## config.mk

```make
export PLATFORM = sky130hd
export DESIGN_NAME = sat_addsub_pipe
export DESIGN_NICKNAME = d
export VERILOG_FILES = /design/src/rtl/sat_addsub_pipe.sv
export SDC_FILE = /design/constraint.sdc
export NUM_CORES = 1
export LEC_CHECK = 0
export BUFFER_PORTS_ARGS = -buffer_cell sky130_fd_sc_hd__clkbuf_2
export CORE_UTILIZATION = 54
export DETAILED_ROUTE_END_ITERATION = 6
export PLACE_DENSITY_LB_ADDON = 0.2
export SYNTH_ARGS = -nofsm -noshare
export SYNTH_HDL_FRONTEND = slang
export SYNTH_SLANG_ARGS = --single-unit
```

## constraint.sdc

```tcl
create_clock -name clk -period 2.2 [get_ports clk]
set_input_delay 0.22 -clock clk [delete_from_list [all_inputs] [get_ports clk]]
set_output_delay 0.22 -clock clk [all_outputs]
set_load 0.01 [all_outputs]
```

## src/rtl/sat_addsub_pipe.sv

```systemverilog
// -----------------------------------------------------------------------------
// sat_addsub_pipe
//
// Pipelined signed add/subtract with valid/ready handshakes, a signed
// overflow flag and a sticky overflow indicator.
//
// The WIDTH-bit add is split into STAGES carry segments of WIDTH/STAGES bits.
// Stage k adds operand slice k using the registered carry from stage k-1.
// Each stage registers only what later stages still need:
//   - the not-yet-added upper operand slices
//   - the already-computed lower sum slices
// Because of this, every result leaves the pipe self-consistent.
//
// Subtraction is performed as A + ~B with carry-in 1.
//
// Ovfl is the XOR of the carry into and the carry out of the MSB.
//
// Optional feature (macro ADDSUB_SAT_EN):
//   defined   : overflowing results saturate to 0x7FF..F or 0x800..0. The
//               direction is taken from the sign of A.
//   undefined : the wrapped two's-complement result is produced.
// Ovfl and ovfl_sticky behave the same in both builds.
//
// Parameters:
//   WIDTH   operand/result width (multiple of STAGES, >= 4)
//   STAGES  pipeline depth / carry segments (1..4)
//
// Ports:
//   clk          clock, rising edge
//   rst_n        asynchronous active-low reset
//   in_valid     operand set valid
//   in_ready     operand set accepted this cycle (= advance)
//   A, B         signed operands
//   Sub          0: A+B, 1: A-B
//   out_valid    result valid
//   out_ready    consumer accepts the result
//   Sum          result (registered)
//   Ovfl         signed overflow of the presented result (registered)
//   ovfl_sticky  an overflow result was accepted since the last clear
//   ovfl_clr     synchronous clear of ovfl_sticky (a same-cycle set wins)
// -----------------------------------------------------------------------------
module sat_addsub_pipe #(
  parameter int WIDTH  = 16,
  parameter int STAGES = 2
) (
  input  logic             clk,
  input  logic             rst_n,
  input  logic             in_valid,
  output logic             in_ready,
  input  logic [WIDTH-1:0] A,
  input  logic [WIDTH-1:0] B,
  input  logic             Sub,
  output logic             out_valid,
  input  logic             out_ready,
  output logic [WIDTH-1:0] Sum,
  output logic             Ovfl,
  output logic             ovfl_sticky,
  input  logic             ovfl_clr
);

  localparam int SW = WIDTH / STAGES;

  logic advance;

  // The whole pipe moves together whenever the output slot is free or
  // being drained.
  assign advance  = !out_valid || out_ready;
  assign in_ready = advance;

  for (genvar k = 0; k < STAGES; k++) begin : g_stage
    localparam int LO = k * SW;      // sum bits already produced upstream
    localparam int HI = WIDTH - LO;  // operand bits still to be added

    logic [HI-1:0]      a_in;
    logic [HI-1:0]      b_in;
    logic               c_in;
    logic               v_in;
    logic [SW:0]        sl;
    logic [LO+SW-1:0]   s_cat;
    logic [LO+SW-1:0]   s_r;
    logic               v_r;

    if (k == 0) begin : g_first
      assign a_in  = A;
      assign b_in  = Sub ? ~B : B;
      assign c_in  = Sub;
      assign v_in  = in_valid;
      assign s_cat = sl[SW-1:0];
    end else begin : g_next
      assign a_in  = g_stage[k-1].g_mid.a_r;
      assign b_in  = g_stage[k-1].g_mid.b_r;
      assign c_in  = g_stage[k-1].g_mid.c_r;
      assign v_in  = g_stage[k-1].v_r;
      assign s_cat = {sl[SW-1:0], g_stage[k-1].s_r};
    end

    // Slice add; sl[SW] is the carry out of this segment.
    assign sl = {1'b0, a_in[SW-1:0]} + {1'b0, b_in[SW-1:0]} + {{SW{1'b0}}, c_in};

    if (k < STAGES - 1) begin : g_mid
      logic [HI-SW-1:0] a_r;
      logic [HI-SW-1:0] b_r;
      logic             c_r;

      // Intermediate stage register: remaining operand slices, carry, partial sum.
      always_ff @(posedge clk or negedge rst_n) begin
        if (!rst_n) begin
          a_r <= '0;
          b_r <= '0;
          c_r <= 1'b0;
          s_r <= '0;
          v_r <= 1'b0;
        end else if (advance) begin
          a_r <= a_in[HI-1:SW];
          b_r <= b_in[HI-1:SW];
          c_r <= sl[SW];
          s_r <= s_cat;
          v_r <= v_in;
        end
      end
    end else begin : g_last
      logic             ov_next;
      logic [WIDTH-1:0] s_next;
      logic             ov_r;

      // Final segment: overflow detection and optional saturation.
      always_comb begin
        ov_next = 1'b0;
        s_next  = s_cat;
        // Carry into the MSB recovered as a ^ b ^ sum at that bit.
        ov_next = sl[SW] ^ (a_in[SW-1] ^ b_in[SW-1] ^ sl[SW-1]);
`ifdef ADDSUB_SAT_EN
        if (ov_next) begin
          if (a_in[SW-1]) begin
            s_next = {1'b1, {(WIDTH-1){1'b0}}};
          end else begin
            s_next = {1'b0, {(WIDTH-1){1'b1}}};
          end
        end else begin
          s_next = s_cat;
        end
`endif
      end

      // Output stage register: drives Sum, Ovfl and out_valid directly.
      always_ff @(posedge clk or negedge rst_n) begin
        if (!rst_n) begin
          s_r  <= '0;
          ov_r <= 1'b0;
          v_r  <= 1'b0;
        end else if (advance) begin
          s_r  <= s_next;
          ov_r <= ov_next;
          v_r  <= v_in;
        end
      end
    end
  end

  assign out_valid = g_stage[STAGES-1].v_r;
  assign Sum       = g_stage[STAGES-1].s_r;
  assign Ovfl      = g_stage[STAGES-1].g_last.ov_r;

  // Sticky overflow: set on an accepted overflow result, which beats a clear.
  always_ff @(posedge clk or negedge rst_n) begin
    if (!rst_n) begin
      ovfl_sticky <= 1'b0;
    end else if (out_valid && out_ready && Ovfl) begin
      ovfl_sticky <= 1'b1;
    end else if (ovfl_clr) begin
      ovfl_sticky <= 1'b0;
    end
  end

endmodule

```

# Word level (Yosys, flattened, before mapping)
# Cells that the tools add are included.
dict set report totals {
  in_bits 38
  output_inout_bits 20
  regBits 45
  word_cells 25
}
dict set report op_classes {
  mux 3
  reduce_logical 5
  add_sub_neg 4
  n_bitwise 4
}
# cell n
set op_table {}
lappend op_table {{8-bit by 8-bit adder with 9-bit output} 2}
lappend op_table {{9-bit by 1-bit adder with 9-bit output} 2}
lappend op_table {{16-bit 2-to-1 mux} 1}
lappend op_table {{16-bit NOT} 1}
lappend op_table {{1-bit XOR} 3}
lappend op_table {{1-bit logical AND} 2}
lappend op_table {{1-bit 2-to-1 mux} 2}
lappend op_table {{2-bit nonzero test} 1}
lappend op_table {{1-bit logical NOT} 1}
lappend op_table {{1-bit logical OR} 1}

# Depth between registers and ports, before layout
# Gate-level depths: netlist of the first run.
dict set report logic_depth {
  depth_word 4
  ltp_mapped 10
  depth_no_buf 8
}

# Least setup slack after synthesis of the first run
# OpenSTA, ideal clock, no wires.
dict set report synth_timing {
  path_type {input port to flip-flop}
  from {in Sub}
  to {reg g_stage[0].s_r[6]}
  cell_stages 10
  path_buffers 2
  required_ns 2.069
  path_slack_ns 0.156
  setup_ns 0.131
  arrival_ns 1.912
  cell_sequence {buf_4 -> buf_2 -> xor2_1 -> inv_1 -> fa_1 -> nor2b_1 -> o21ai_0 -> a21oi_1 -> or3_1 -> nand3_1}
}
dict set report synth_via {
  elab_chain_cells 3
}
# element line_no
set synth_rtl {}
lappend synth_rtl {{start, declared} 52} ;# input logic Sub,
lappend synth_rtl {{16-bit 2-to-1 mux} 85} ;# assign b_in = Sub ? ~B : B;
lappend synth_rtl {{8-bit by 8-bit adder with 9-bit output} 98} ;# assign sl = {1'b0, a_in[SW-1:0]} + {1'b0, b_in[SW-1:0]} + {{SW{1'b0}}, c_in};
lappend synth_rtl {{9-bit by 1-bit adder with 9-bit output (*)} 98}
lappend synth_rtl {{end signal, assigned} 117} ;# s_r <= s_cat;
lappend synth_rtl {{end, declared} 80} ;# logic [LO+SW-1:0] s_r;
# Every way passes the cells marked *; elsewhere a longest branch is shown, timed or not.
# A chain may end at the register's enable or synchronous reset.

# Worst setup path after layout of the first run
dict set report layout_timing {
  from {reg g_stage[0].g_mid.a_r[0]}
  to {reg g_stage[1].s_r[14], in the netlist Sum[14]}
}
dict set report layout_via {
  elab_chain_cells 2
}
# element line_no
set layout_rtl {}
lappend layout_rtl {{start, declared} 101} ;# logic [HI-SW-1:0] a_r;
lappend layout_rtl {{start signal, assigned} 114} ;# a_r <= a_in[HI-1:SW];
lappend layout_rtl {{8-bit by 8-bit adder with 9-bit output} 98}
lappend layout_rtl {{9-bit by 1-bit adder with 9-bit output} 98}
lappend layout_rtl {{end signal, assigned} 152} ;# s_r <= s_next;
lappend layout_rtl {{end, declared} 80}
# No other way between the ends.

==> results.ini, run 1 <==
[outcome]
status = finished, final reports clean

[synth]
postSynthAreaPerCell_um2 = 9.17
ys_types = 40
syn_nets = 327
yosysSeqAreaShare_pct = 45.2
netlist_area_mm2 = 0.00249
yosys_warnings = 0
synthCells = 272
ys_seq_elements = 45

[power]
p_switching_w = 0.000945
ir_drop_mv = 0.625
p_int_w = 0.00172
seq_power_share_pct = 44.7
power_frac_comb_pct = 37.0
p_clk_share_pct = 18.3
p_leak_nw = 1.50
power.density_mw_per_mm2 = 901
swShare_pct = 35.5

[clock_network]
cts_root_buf = clkbuf_8
clock-sinks = 45
clock_latency_ps = 300
cts-htree-levels = 2
cts_buffers = 5
clkTransAtPathRegs_ps = 90
cts_tree = done
cts_setup_buffers = 0
cts.path.max_buffers = 2

[sta]
slew_headroom_pct = 70.0
rsz0062_at_grt = no
fin_ws_ps = 188
max_freq_mhz = 497
finalCritPeriodShare_pct = 91.4
max_slew.worst_pin.slew_ps = 447
whs_ps = 109
finalHoldViolations = 0
fin_worst_skew_ps = 9.93
setup_viol = 0
fin_tns_setup_ps = 0
slew_violations = 0
layout_min_cycle_time_ps = 2010

[worst_setup_path]
setup.worst_path.start = g_stage[0].g_mid.a_r[0]$_DFFE_PN0P_
worst_setup_path_start_kind = flop
r2r-end = Sum[14]$_DFFE_PN0P_
crit_arrival_ps = 2200
critical_path_peak_fanout = 3
r2r_setup_slack_ps = 190
critPathKind = flop to flop
r2r_start = g_stage[0].g_mid.a_r[0]$_DFFE_PN0P_
reg2regPathDepth = 8
cp.required_ps = 2390
end_kind = flop

[worst_hold_path]
holdPathEnd = ovfl_sticky$_DFFE_PN0P_
min_from = ovfl_clr
whs_path_depth = 2
min_path_type = primary input to flop

[die]
core-area_mm2 = 0.00438
chipHeight_um = 70.0
dieArea_mm2 = 0.00489
row_count = 24
die_w_um = 70.0
num_io_pins = 58
initial_core_util_pct = 56.9

[placement]
placed_cell_area_mm2 = 0.00284
dp_slack_ps = 25.8
port-buffer-count = 57
gp_congestion = 0.834
dpl.hpwl_um = 3780

[flow_run]
cap_violations = 0

[global_routing]
grt_pass1_wl_um = 8450
grt_util_all_layers_pct = 21.7
overflow = 0
first_global_vias = 1888
grt_max_degree = 30
antenna_found_initial = 0

[detailed_routing]
antenna_left = 0
drc = 0
viasPerCell = 5.26
drt_iter0_drc = 132
num_vias = 2029
routedWlPerCell_um = 12.6
first_pass_iters = 4
drt-total-wl_um = 4850

[finish]
area_delta_synth_final_pct = 18.6
layout_common_cells = nand2_1, clkbuf_2, dfrtp_1, o21ai_0, a21oi_1
fin_util_pct = 67.5
drive_gt1_share_pct = 23.7
final_common_cell = nand2_1
n_antenna_cell = 0
fin_area_mm2 = 0.00296
register_area_mm2 = 0.00113
nFillCells = 372
multi_input_area_mm2 = 0.00128
final_net_count = 388

[synth_stat cells (all sizes together)]
cell / instances / area [um2]
o2111ai: 2 / 17.5
o31a: 1 / 8.76
xnor2: 9 / 78.8
clkbuf: 5 / 18.8
nor2b: 3 / 18.8
inv: 13 / 48.8
fa: 3 / 60.1
nor3b: 1 / 7.51
o22ai: 1 / 12.5
nor2: 13 / 48.8
or3: 2 / 12.5
o31ai: 1 / 7.51
nand2b: 1 / 6.26
mux2i: 2 / 23.8
a211oi: 3 / 22.5
o21bai: 2 / 15.0
o211ai: 3 / 22.5
or4: 1 / 11.3
buf: 7 / 43.8
xor2: 14 / 123
nand3b: 1 / 7.51
nand4: 2 / 12.5
a21oi: 16 / 80.1
ha: 14 / 175
a21o: 4 / 30.0
a221oi: 1 / 8.76
and3: 3 / 18.8
dfrtp: 45 / 1130
a21boi: 1 / 7.51
nand3: 3 / 15.0
o21ai: 22 / 110
nor4b: 1 / 8.76
a2111oi: 1 / 8.76
o21a: 2 / 15.0
nor3: 2 / 10.0
nand2: 67 / 251
[area by class of cell]
class | instances | area share [%]
clock buffer | 6 | 2.45
timing repair buffer | 66 | 12.0
tap | 52 | 2.20
multi-input combinational | 202 | 43.3
clock inverter | 2 | 0.338
sequential | 45 | 38.1
inverter | 13 | 1.65
[logic make-up (layout without fill, tap and decap cells)]
kind of cell / after synthesis / in the layout / synth area share [%]
AOI/OAI and AO/OA: 60 / 60 / 14.7
xor gates and xnor gates: 23 / 23 / 8.08
adders and majority gates: 17 / 17 / 9.43
buffers and inverters: 25 / 87 / 4.47
DFF: 45 / 45 / 45.2
muxes: 2 / 2 / 0.953
and+or+nand+nor: 100 / 100 / 17.2
[worst max-delay path, stage by stage (launching register included)]
cell	delay, ps
dfrtp_1	400
fa_2	410
inv_1	80
fa_1	200
nor2b_1	70
o31a_1	290
o21ai_2	160
nor4b_4	220
nor3_1	80
[power groups by stage]
stage	clock network, W	logic [W]	registers [W]
6_report	0.000486	0.000986	0.00119
5_1_grt	0.000534	0.00112	0.00122
4_1_cts	0.000504	0.000969	0.00119
3_5_place_dp	0	0.000962	0.00121
3_3_place_gp	0	0.000939	0.00119
2_1_floorplan	0	0.000584	0.00124
[per-stage QoR]
| step | instances | power [W] |
|---|---|---|
| after floorplan | 272 | 0.00183 |
| after detailed placement | 377 | 0.00217 |
| final | 386 | 0.00266 |
| after global placement | 377 | 0.00213 |
| after global routing | 386 | 0.00287 |
| after CTS | 386 | 0.00267 |
[metal layers]
layer	part of all wire [%]	wire, um	global-route usage, %	up-vias
met5	0	0	0	-
li1	-	-	-	1042
met3	5.1	249	5.19	6
met1	48	2310	30.2	929
met4	1.0	50	5.33	0
met2	46	2250	34.3	52
[sequential cells by signal, indices dropped and copies added (netlist names)]
register	cells
Sum	16
out_valid	1
g_stage.g_mid.c_r	1
g_stage.g_mid.b_r	8
g_stage.g_mid.a_r	8
Ovfl	1
ovfl_sticky	1
g_stage.v_r	1
g_stage.s_r	8
[repair_timing]
item	CTS	global route
endpoints found under the setup margin	0	1
hold buffers	1	0
gates resized for setup	0	4
hold endpoints to repair	12	0
[worst max path at each step]
stage                                               end  slack [ps]  cells past startpoint
after floorplan           g_stage[0].s_r[6]$_DFFE_PN0P_         160                     10
after global placement              Sum[14]$_DFFE_PN0P_         150                      8
after detailed placement            Sum[14]$_DFFE_PN0P_          30                      8
after CTS                           Sum[14]$_DFFE_PN0P_          10                      8
after global routing                Sum[14]$_DFFE_PN0P_          50                      8
final                               Sum[14]$_DFFE_PN0P_         190                      8
No activity file was read; power rests on OpenSTA's default activity.
==> run 2, diff against run 1 <==
==> constraint.sdc (replaced) <==
create_clock -name clk -period 2.2 [get_ports clk]
set_input_delay 0.33 -clock clk [delete_from_list [all_inputs] [get_ports clk]]
set_output_delay 0.33 -clock clk [all_outputs]
set_load 0.01 [all_outputs]
==> results.ini, run 2 (same netlist as run 1, synthesis figures left out) <==
[outcome]
status = finished, final reports clean

[global_routing]
grt_util_all_layers_pct = 23.0  ; +1.3 points
overflow = 0  ; unchanged
first_global_vias = 2076  ; +10%
grt_max_degree = 29  ; -3.3%
grt_pass1_wl_um = 9070  ; +7.4%
antenna_found_initial = 0  ; unchanged

[die]
chipHeight_um = 70.0  ; unchanged
die_w_um = 70.0  ; unchanged
core-area_mm2 = 0.00438  ; unchanged
dieArea_mm2 = 0.00489  ; unchanged
initial_core_util_pct = 56.9  ; unchanged
num_io_pins = 58  ; unchanged
row_count = 24  ; unchanged

[clock_network]
cts_setup_buffers = 0  ; unchanged
cts_root_buf = clkbuf_8
cts_buffers = 5  ; unchanged
cts_tree = done
clock_latency_ps = 290  ; about the same
clock-sinks = 45  ; unchanged
cts-htree-levels = 2  ; unchanged
cts.path.max_buffers = 2  ; unchanged
clkTransAtPathRegs_ps = 80  ; about the same

[placement]
dp_slack_ps = 16.4  ; -9.38 ps
gp_congestion = 0.862  ; +3.3%
port-buffer-count = 57  ; unchanged
dpl.hpwl_um = 3850  ; +1.6%
placed_cell_area_mm2 = 0.00285  ; +0.26%

[power]
ir_drop_mv = 0.486  ; -22%
total_power_w = 0.00277  ; +3.9%
p_leak_nw = 1.50  ; +0.20%
power.density_mw_per_mm2 = 934  ; +3.6%

[finish]
drive_gt1_share_pct = 23.7  ; +0.071 points
fin_area_mm2 = 0.00297  ; +0.25%
layout_common_cells = nand2_1, clkbuf_2, dfrtp_1, o21ai_0, a21oi_1
n_antenna_cell = 0  ; unchanged
largest_reg_flops = 16  ; unchanged
area_delta_synth_final_pct = 18.9
final_common_cell = nand2_1
final_net_count = 388  ; unchanged

[sta]
rsz0062_at_grt = no
layout_min_cycle_time_ps = 2060  ; +46.3 ps
slew_headroom_pct = 54.2  ; -16 points
setup_viol = 0  ; unchanged
fin_worst_skew_ps = 5.24  ; -4.69 ps
max_freq_mhz = 486  ; -2.3%
fin_tns_setup_ps = 0  ; unchanged
finalCritPeriodShare_pct = 93.5  ; +2.1 points
finalHoldViolations = 0  ; unchanged
whs_ps = 64.9  ; -43.8 ps
slew_violations = 0  ; unchanged
fin_ws_ps = 142  ; -46.3 ps
max_slew.worst_pin.slew_ps = 687  ; +240 ps

[worst_setup_path]
cp_slowest_stage_delay_ps = 470  ; +60 ps
critPathKind = flop to flop
end_kind = flop
critPathCapture = Sum[14]$_DFFE_PN0P_
r2r-end = Sum[14]$_DFFE_PN0P_
crit_buf_inv = 1  ; unchanged
cp.required_ps = 2380  ; about the same
critical_path_peak_fanout = 3  ; unchanged
cpLargestDelayFamily = adder cells
cp_num_cells = 8  ; unchanged
crit_arrival_ps = 2240  ; +40 ps
worst_setup_path_start_kind = flop
r2r_start = g_stage[0].g_mid.a_r[0]$_DFFE_PN0P_
path_common_cell = fa_1
setup.worst_path.start = g_stage[0].g_mid.a_r[0]$_DFFE_PN0P_
crit_slowest_cell = fa_1
reg2regPathDepth = 8  ; unchanged
path_cells = fa_1 -> inv_1 -> fa_1 -> nor2b_1 -> o31a_1 -> o21ai_2 -> nor4b_2 -> nor3_1
r2r_setup_slack_ps = 140  ; -50 ps

[detailed_routing]
first_pass_iters = 4  ; unchanged
antenna_left = 0  ; unchanged
drc = 0  ; unchanged
viasPerCell = 5.36  ; +1.9%
drt-total-wl_um = 5030  ; +3.7%
num_vias = 2062  ; +1.6%
drt_iter0_drc = 82  ; -38%
routedWlPerCell_um = 13.1  ; +4.0%

[worst_hold_path]
min_path_type = primary input to async pin

[flow_run]
cap_violations = 0  ; unchanged

## run 2: area by class of cell
class	instances	area, um2
Fill cell	360	1420
Inverter	13	48.8
Sequential cell	45	1130
Clock inverter	2	35.0
Clock buffer	5	68.8
Multi-Input combinational cell	202	1270
Timing Repair Buffer	66	353
Tap cell	52	65.1
## run 2: worst min path at each step
stage | endpoint | slack [ps]
after floorplan | Ovfl$_DFFE_PN0P_ | 30
after global placement | ovfl_sticky$_DFFE_PN0P_ | 400
after detailed placement | Sum[15]$_DFFE_PN0P_ | 400
after CTS | Sum[15]$_DFFE_PN0P_ | 80
after global routing | ovfl_sticky$_DFFE_PN0P_ | 120
final | ovfl_sticky$_DFFE_PN0P_ | 60
## run 2: worst register-to-register path: cells and delay by family, from the launching register on
family	cells	cell delay [ps]
AOI/OAI and AO/OA	2	440
adders and majority gates	2	670
buffers and inverters	1	90
DFF	1	410
and+or+nand+nor	3	350
## run 2: power breakdown
| group | switching, W | internal, W | leakage (nW) |
|---|---|---|---|
| clock | 0.000265 | 0.000330 | 0.0540 |
| combinational | 0.000542 | 0.000436 | 0.919 |
| sequential | 0.000141 | 0.00105 | 0.532 |
| total | 0.000948 | 0.00182 | 1.50 |
## run 2: through the flow
| step | instances | utilization, % |
|---|---|---|
| after floorplan | 272 | - |
| after global placement | 378 | 65.0 |
| after detailed placement | 378 | 65.0 |
| after CTS | 385 | 67.4 |
| after global routing | 385 | 67.6 |
| final | 385 | 67.6 |
## run 2: metal layers
metal  wire length (um)  track usage [%]  share of wire (%)
met3                204             4.47                4.1
met1               2290             30.8                 46
met2               2520             39.1                 50
met5                  0                0                  0
met4                 19             4.22               0.38
## run 2: what timing repair did
action / in CTS / in global routing
endpoints found under the setup margin: 0 / 1
gates resized for setup: 0 / 2
hold buffers: 0 / 0
==> run 3, diff against run 2 <==
--- a/config.mk
+++ b/config.mk
@@ -8,7 +8,8 @@
 export BUFFER_PORTS_ARGS = -buffer_cell sky130_fd_sc_hd__clkbuf_2
 export CORE_UTILIZATION = 54
 export DETAILED_ROUTE_END_ITERATION = 6
-export PLACE_DENSITY_LB_ADDON = 0.2
+export PLACE_DENSITY = 0.86
+export RECOVER_POWER = 25
 export SYNTH_ARGS = -nofsm -noshare
 export SYNTH_HDL_FRONTEND = slang
 export SYNTH_SLANG_ARGS = --single-unit
==> results.ini, run 3 (same netlist as run 1, synthesis figures left out) <==
[finish]
fin_cells = 387  ; +0.52%
nFillCells = 371  ; +3.1%
n_antenna_cell = 0  ; unchanged
final_common_cell = nand2_1
final_net_count = 389  ; +0.26%
area_delta_synth_final_pct = 18.1
largest_reg_flops = 16  ; unchanged
drive_gt1_share_pct = 22.7  ; -1.0 points
layout_common_cells = nand2_1, clkbuf_2, dfrtp_1, o21ai_0, a21oi_1

[power]
ir_drop_mv = 0.508  ; +4.6%
p_int_w = 0.00171  ; -6.0%
p_clk_share_pct = 18.3  ; -3.2 points
power.density_mw_per_mm2 = 907  ; -2.8%
swShare_pct = 35.9  ; +1.7 points
p_switching_w = 0.000959  ; +1.2%
power_frac_comb_pct = 37.0  ; +1.7 points
p_leak_nw = 1.49  ; -1.1%
seq_power_share_pct = 44.7  ; +1.5 points

[clock_network]
cts.path.max_buffers = 2  ; unchanged
cts-htree-levels = 2  ; unchanged
clock_latency_ps = 300  ; about the same
cts_tree = done
clock-sinks = 45  ; unchanged
clkTransAtPathRegs_ps = 80  ; about the same
cts_buffers = 5  ; unchanged
cts_root_buf = clkbuf_8

[sta]
max_slew.worst_pin.slew_ps = 1270  ; +586 ps
layout_min_cycle_time_ps = 2130  ; +73.6 ps
rsz0062_at_grt = no
fin_tns_setup_ps = 0  ; unchanged
max_freq_mhz = 469  ; -3.5%
finalHoldViolations = 0  ; unchanged
fin_worst_skew_ps = 7.20  ; +1.96 ps
setup_viol = 0  ; unchanged
slew_headroom_pct = 15.2  ; -39 points
finalCritPeriodShare_pct = 96.9  ; +3.3 points
slew_violations = 0  ; unchanged

[die]
num_io_pins = 58  ; unchanged
die_w_um = 70.0  ; unchanged
chipHeight_um = 70.0  ; unchanged
row_count = 24  ; unchanged
core-area_mm2 = 0.00438  ; unchanged
initial_core_util_pct = 56.9  ; unchanged
dieArea_mm2 = 0.00489  ; unchanged

[worst_setup_path]
cp.required_ps = 2390  ; about the same
critical_path_peak_fanout = 3  ; unchanged
critPathKind = flop to flop
setup.worst_path.start = g_stage[0].g_mid.a_r[0]$_DFFE_PN0P_
crit_arrival_ps = 2320  ; +80 ps
r2r_start = g_stage[0].g_mid.a_r[0]$_DFFE_PN0P_
worst_setup_path_start_kind = flop
end_kind = flop

[detailed_routing]
viasPerCell = 5.39  ; +0.69%
first_pass_iters = 4  ; unchanged
drt_iter0_drc = 91  ; +11%
antenna_left = 0  ; unchanged
num_vias = 2087  ; +1.2%
drc = 0  ; unchanged
drt-total-wl_um = 5200  ; +3.2%
routedWlPerCell_um = 13.4  ; +2.7%

[global_routing]
grt_pass1_wl_um = 8980  ; -1.1%
overflow = 0  ; unchanged
grt_max_degree = 32  ; +10%
first_global_vias = 2042  ; -1.6%
grt_util_all_layers_pct = 23.2  ; +0.22 points
antenna_found_initial = 0  ; unchanged

[worst_hold_path]
min_from = A[10]
min_path_type = primary input to flop

[placement]
placedCellCount = 378  ; unchanged
port-buffer-count = 57  ; unchanged
dpl.hpwl_um = 4050  ; +5.4%
gp_congestion = 0.842  ; -2.3%

[flow_run]
cap_violations = 0  ; unchanged

[outcome]
status = finished, final reports clean

## run 3: cell types whose count changed in the layout (fill, tap and decap cells not counted)
cell and delta:
clkbuf_1 +4, buf_4 -2, bufinv_16 -1, clkbuf_2 -1, clkinv_2 +1, dlygate4sd3_1 +1
fa_1 -1, fa_2 +1, o21ai_1 +1, o21ai_2 -1
## run 3: worst max-delay path, cell delays in order, from the launching register on
cell and delay [ps]:
dfrtp_1 410, fa_1 470, inv_1 90, fa_2 210
nor2b_1 60, o31a_1 300, o21ai_1 170, nor4b_2 220
nor3_1 80
## run 3: per-stage QoR
stage | hold WS (ps) | power, W | utilization (%) | cell area [um2] | setup WS (ps)
after floorplan | 34.4 | 0.00183 | - | 2490 | 46.4
after global placement | 321 | 0.00213 | 65.0 | 2850 | 119
after detailed placement | 329 | 0.00218 | 65.0 | 2850 | 7.63
after CTS | 225 | 0.00268 | 67.3 | 2950 | 51.9
after global routing | 231 | 0.00285 | 67.2 | 2940 | 5.79
final | 223 | 0.00267 | 67.2 | 2940 | 68.5
## run 3: area by class of cell
class / count / area (um2) / area share (%)
repair buffers: 67 / 354 / 12.0
inverters: 13 / 48.8 / 1.66
well taps: 52 / 65.1 / 2.21
clock buffers: 6 / 72.6 / 2.46
multi-input cells: 202 / 1270 / 43.1
clock inverters: 2 / 10.0 / 0.340
flip-flops and latches: 45 / 1130 / 38.2
## run 3: power by group through the flow
stage	Combinational, W	Sequential (W)	Clock (W)
after global placement	0.000934	0.00120	0
after global routing	0.00111	0.00122	0.000529
after CTS	0.000991	0.00119	0.000498
final	0.000989	0.00119	0.000489
after floorplan	0.000584	0.00124	0
after detailed placement	0.000974	0.00121	0
## run 3: repair_timing
action | 4_1_cts | 5_1_grt
hold buffers | 1 | 0
resized for setup | 1 | 1
setup buffers | 0 | 0
setup endpoints to repair | 1 | 1
endpoints found under the hold margin | 3 | 0
cloned | 0 | 0
## run 3: worst paths after layout
path,slack (ps),cells past startpoint,to
worst max-delay path,70,8,Sum[14]$_DFFE_PN0P_
worst min-delay path,220,3,g_stage[0].g_mid.a_r[2]$_DFFE_PN0P_
worst max register to register,70,8,Sum[14]$_DFFE_PN0P_
worst min register to register,470,2,Sum[1]$_DFFE_PN0P_
max in group asynchronous,500,3,Sum[13]$_DFFE_PN0P_
min in group asynchronous,880,3,g_stage[0].g_mid.a_r[2]$_DFFE_PN0P_
## run 3: routing by layer
layer / track usage (%) / vias to the layer above / share of wire, %
met2: 38.7 / 52 / 48
li1: - / 1038 / -
met3: 4.76 / 12 / 3.7
met5: 0 / - / 0
met1: 29.3 / 985 / 46
met4: 9.78 / 0 / 1.8
